## src/rtl/button_pkg.sv

```systemverilog
// Shared constants for the front-panel button debounce/event path.
// Event entries are packed as {id, press}: id in the upper ID_W bits,
// press (1 = rising, 0 = falling) in bit 0.
package button_pkg;
  localparam int TICK_DIV_50MS = 5_000_000;
  localparam int N_BTN_DEF     = 5;
  localparam int ID_W_DEF      = $clog2(N_BTN_DEF);

  // Width of one event entry for a given id width.
  function automatic int evt_width(input int id_w);
    return id_w + 1;
  endfunction
endpackage

```

## src/rtl/event_fifo.sv

```systemverilog
// Small synchronous FIFO for button events.
// Ports: clock/reset (sync, active high), push/din write side,
// pop/dout read side (dout shows head, 0 when empty), full/empty status.
// Push while full is accepted only together with a pop.
module event_fifo #(
  parameter int WIDTH = 4,
  parameter int DEPTH = 4
) (
  input  logic             clock,
  input  logic             reset,
  input  logic             push,
  input  logic [WIDTH-1:0] din,
  input  logic             pop,
  output logic [WIDTH-1:0] dout,
  output logic             full,
  output logic             empty
);
  localparam int AW = $clog2(DEPTH);

  // Pointers carry one extra wrap bit to tell full from empty.
  logic [AW:0]      wr_ptr, rd_ptr;
  logic [WIDTH-1:0] mem [DEPTH];
  logic             do_push, do_pop;

  assign empty   = (wr_ptr == rd_ptr);
  assign full    = (wr_ptr[AW] != rd_ptr[AW]) && (wr_ptr[AW-1:0] == rd_ptr[AW-1:0]);
  assign do_pop  = pop && !empty;
  assign do_push = push && (!full || do_pop);
  assign dout    = empty ? '0 : mem[rd_ptr[AW-1:0]];

  always_ff @(posedge clock) begin
    if (reset) begin
      wr_ptr <= '0;
      rd_ptr <= '0;
      for (int i = 0; i < DEPTH; i++) mem[i] <= '0;
    end else begin
      if (do_push) begin
        mem[wr_ptr[AW-1:0]] <= din;
        wr_ptr <= wr_ptr + 1'b1;
      end
      if (do_pop) rd_ptr <= rd_ptr + 1'b1;
    end
  end
endmodule

```

## src/rtl/button_event_scheduler.sv

```systemverilog
// Shared debounce + press/release event scheduler for front-panel inputs.
// Ports: clock, reset (sync, active high), btn_in raw inputs,
// level debounced levels, evt_valid/evt_ready/evt_id/evt_press event port
// (head of FIFO), overflow one-cycle pulse when a pending event is cancelled.
module button_event_scheduler
  import button_pkg::*;
#(
  parameter int N_BTN      = N_BTN_DEF,
  parameter int TICK_DIV   = TICK_DIV_50MS,
  parameter int STABLE_CNT = 2,
  parameter int FIFO_DEPTH = 4,
  parameter int ID_W       = $clog2(N_BTN)
) (
  input  logic             clock,
  input  logic             reset,
  input  logic [N_BTN-1:0] btn_in,
  output logic [N_BTN-1:0] level,
  output logic             evt_valid,
  input  logic             evt_ready,
  output logic [ID_W-1:0]  evt_id,
  output logic             evt_press,
  output logic             overflow
);
  localparam int TW    = $clog2(TICK_DIV);
  localparam int EVT_W = evt_width(ID_W);

  logic [N_BTN-1:0]      sync1, s;
  logic [TW-1:0]         tick_cnt;
  logic                  tick;
  logic [N_BTN-1:0][3:0] cnt;
  logic [N_BTN-1:0]      pending, dir, flip;
  logic [N_BTN-1:0]      clr, pend_base, pending_n;
  logic                  ovf_n;
  logic [ID_W-1:0]       sel;
  logic                  push, pop, full, empty;
  logic [EVT_W-1:0]      din, dout;

  assign tick = (tick_cnt == TW'(TICK_DIV - 1));

  // An input flips when the tick sees it differ for the STABLE_CNT-th time.
  always_comb begin
    flip = '0;
    for (int i = 0; i < N_BTN; i++)
      flip[i] = tick && (s[i] != level[i]) && (cnt[i] == 4'(STABLE_CNT - 1));
  end

  // Priority pick: iterate downward so the lowest set index wins.
  always_comb begin
    sel = '0;
    for (int i = N_BTN - 1; i >= 0; i--)
      if (pending[i]) sel = ID_W'(i);
  end

  assign pop  = evt_valid && evt_ready;
  assign push = (|pending) && (!full || pop);
  assign din  = {sel, dir[sel]};

  // The scheduler's clear is applied first and the tick toggle on top, so a
  // bit drained and re-flipped in the same cycle ends up set (new event),
  // while a bit still waiting when its input flips back is cancelled.
  always_comb begin
    clr = '0;
    if (push) clr[sel] = 1'b1;
    pend_base = pending & ~clr;
    pending_n = pend_base ^ flip;
    ovf_n     = |(pend_base & flip);
  end

  always_ff @(posedge clock) begin
    if (reset) begin
      sync1    <= '0;
      s        <= '0;
      tick_cnt <= '0;
      cnt      <= '0;
      level    <= '0;
      pending  <= '0;
      dir      <= '0;
      overflow <= 1'b0;
    end else begin
      sync1    <= btn_in;
      s        <= sync1;
      tick_cnt <= tick ? '0 : tick_cnt + 1'b1;
      for (int i = 0; i < N_BTN; i++) begin
        if (tick) begin
          if (s[i] == level[i]) begin
            cnt[i] <= '0;
          end else if (cnt[i] == 4'(STABLE_CNT - 1)) begin
            level[i] <= s[i];
            dir[i]   <= s[i];
            cnt[i]   <= '0;
          end else begin
            cnt[i] <= cnt[i] + 4'd1;
          end
        end
      end
      pending  <= pending_n;
      overflow <= ovf_n;
    end
  end

  event_fifo #(
    .WIDTH (EVT_W),
    .DEPTH (FIFO_DEPTH)
  ) u_fifo (
    .clock (clock),
    .reset (reset),
    .push  (push),
    .din   (din),
    .pop   (pop),
    .dout  (dout),
    .full  (full),
    .empty (empty)
  );

  assign evt_valid = !empty;
  assign evt_id    = dout[EVT_W-1:1];
  assign evt_press = dout[0];
endmodule

```

## config.mk

```make
export PLATFORM = sky130hd
export DESIGN_NAME = button_event_scheduler
export DESIGN_NICKNAME = d
export VERILOG_FILES = /design/src/rtl/button_pkg.sv /design/src/rtl/event_fifo.sv /design/src/rtl/button_event_scheduler.sv
export SDC_FILE = /design/constraint.sdc
export NUM_CORES = 1
export LEC_CHECK = 0
export BUFFER_PORTS_ARGS = -buffer_cell sky130_fd_sc_hd__buf_2
export CAP_MARGIN = 25
export CORE_MARGIN = 2
export CORE_UTILIZATION = 61
export CTS_BUF_LIST = sky130_fd_sc_hd__clkbuf_16
export DETAILED_ROUTE_END_ITERATION = 6
export GPL_ROUTABILITY_DRIVEN = 0
export GPL_TIMING_DRIVEN = 1
export PLACE_DENSITY = 0.75
export SLEW_MARGIN = 20
export SYNTH_ARGS = -nofsm -noshare
export SYNTH_HDL_FRONTEND = slang
export SYNTH_SLANG_ARGS = --single-unit
export TNS_END_PERCENT = 20
```

## constraint.sdc

```tcl
create_clock -name clock -period 2.55 [get_ports clock]
set_input_delay 0.51 -clock clock [delete_from_list [all_inputs] [get_ports clock]]
set_output_delay 0.51 -clock clock [all_outputs]
set_load 0.01 [all_outputs]
```

==> run metrics <==
worst r2r src=tick_cnt[0]$_SDFF_PP0_; number of global-route vias before repair=3,116; DRT Wirelength=8.517 mm; top-count cell post-synth=dfxtp_1; die area=7774 um^2; largest net degree at the start of global routing=34; CP Data Required Time=2.04 ns; Worst Hold Depth=2; starting density of the core=63.26%; Worst Clk Skew=0.006423 ns; Nets=505; routed via count=3,442; fraction of registers with async set/reset=0%; Post-DP HPWL=5.856 mm; Die Wd=88.17 um; Via density=5.934; io pins=19; FMAX=432.9 MHz; area leader, netlist=dfxtp_1; clock latency on the worst-skew pair=0.34 ns; minimum clock period=2.310 ns; Synth cell types=48; syn nets=495; Area Overhead vs Synth=9.844%; clock root buffer=clkbuf_16; Worst Hold Class=input pin to flip-flop; synth warn=0; Clock transition at path regs=0.06 ns; total CTS buffers=9; n_diodes=0; row cnt=30; Synth Register Bits=88; H-tree levels=3; Static Leak=1.720 nW; Arrival @ worst endpoint=1.80 ns; Worst Tran Pin Value=0.7109 ns; Finish-stage setup viols=0; worst-path fanout max=10; clk buf depth=2; worst vdd ir=358.1 uV; Slew headroom=52.20%; wire per inst=14.68 um; CTS Hold Bufs=0; GRT Total Usage=23.54%; Critical Path Start=u_fifo.wr_ptr[0]$_SDFFE_PP0P_; post-route antenna net violation count=0; CTS tree=yes; WS Path Type=flip-flop to primary output; global-route wire length before repair=14.51 mm; Power per Cell Area=575.4 nW/um^2; R2R cell count=7; Die Height=88.17 um; I/O Buffers=18; RSZ-0062 raised after global routing=false; initial antenna violation count=0; HP Start=btn_in[2]; status=finished clean; Max Cap Violations=0; Post-Syn Area=4322 um^2; Critical Path Source Type=flip-flop; worst reg2reg setup slack=0.39 ns; post-route design area=4747 um^2; Reg area=1922 um^2; Post-CTS Resized=0; drt first-iter violations=248; syn avg cell area=9.215 um^2; area of the multi-input gates=2215 um^2; DRC=0; cells after synthesis=469; top cells by area, synth=dfxtp_1 33%, edfxtp_1 11%, ha_1 5.2%; Post-synth top cells=72 x dfxtp_1, 47 x nor2_1, 38 x a21oi_1; Hold EP=sync1[2]$_SDFF_PP0_; CP endpoint kind=primary output; Synth Flop Type=dfxtp_1; fin crit share=90.59%; Placeable Area=6832 um^2; layout cells sized above 1=10.95%; Placed Area=4467 um^2; Post-CTS Setup Inserts=0; register area share after synthesis=44.47%; total congestion overflow=0; setup TNS=0 ns; Slew Limit Fails=0; fill count=579; TritonRoute pass-1 iters=4; EDFF count, synth=16; reg2reg end=pending[1]$_SDFF_PP0_; final-report hold violation count=0; CTS sink cnt=88; Synth top area share=33.35%
## logic make-up after synthesis
| kind of cell | after synthesis | share of synthesized area, % |
|---|---|---|
| mux | 5 | 2.316 |
| fa+ha+maj | 18 | 5.211 |
| xor+xnor | 24 | 4.864 |
| buf+inv | 44 | 4.285 |
| simple gates | 199 | 26.12 |
| compound gates | 91 | 12.74 |
| flops | 88 | 44.47 |
## how the worst max path moves through the flow
stage	end	cells after the start
floorplan	pending[3]$_SDFF_PP0_	7
global placement	pending[1]$_SDFF_PP0_	7
detailed placement	pending[1]$_SDFF_PP0_	7
CTS	evt_id[1]	4
global route	evt_id[2]	4
finish	evt_id[1]	4
## state kept, by name (all words and copies together), names as in the netlist, named ones only
register and count:
cnt 20, s 5, pending 5, u_fifo.rd_ptr 3, sync1 5, u_fifo.mem 16
level 1, overflow 1, u_fifo.wr_ptr 3, dir 4, tick_cnt 23
## critical path: stages (launching register included)
cell and delay [ns]:
dfxtp_1 0.52, xor2_1 0.20, nor3_1 0.51, nor2b_1 0.08, buf_2 0.16
## area by class of cell
type / instances / share of cell area [%]
clock buffer: 9 / 4.744
clock inverter: 7 / 1.160
inverter: 18 / 1.423
multi-input combinational: 337 / 46.65
sequential: 88 / 40.48
tap: 96 / 2.530
timing repair buffer: 25 / 3.005
## layout by cell type (no fill, tap or decap), drive strengths merged, types with 9 or more instances in the layout
master / count
nor3: 14
nand3: 16
ha: 18
nand4: 22
o31ai: 22
nor4: 9
o21ai: 18
nor2b: 34
buf: 25
nand4b: 10
nand2: 14
dfxtp: 72
xnor2: 15
xor2: 9
a21oi: 39
edfxtp: 16
inv: 20
nor2: 47
clkbuf: 9
## layer usage
metal | routed length [um] | GRT usage, % | vias to the layer above
met1 | 4028 | 32.10 | 1623
li1 | - | - | 1730
met2 | 4061 | 38.28 | 77
met3 | 306 | 3.676 | 12
met4 | 121 | 8.127 | 0
met5 | 0 | 0 | -
## where the power goes
group	leakage, nW	switching (W)	internal [W]
logic	0.841	0.0000412	0.0000230
registers	0.747	0.0000110	0.00143
clock network	0.132	0.000555	0.000668
## per-stage QoR
stage | hold WS, ns | setup WS, ns | power, W | std cells | util [%]
floorplan | 0.4138 | 0.6145 | 0.001519 | 469 | -
global route | 0.3891 | 0.01654 | 0.002821 | 580 | 69.49
detailed placement | 0.4241 | 0.3952 | 0.001539 | 564 | 65.38
global placement | 0.4169 | 0.4261 | 0.001537 | 564 | 65.38
CTS | 0.3784 | 0.1982 | 0.002759 | 580 | 69.49
finish | 0.3805 | 0.2400 | 0.002731 | 580 | 69.49
Note: power is estimated with default switching activity, not from simulation.
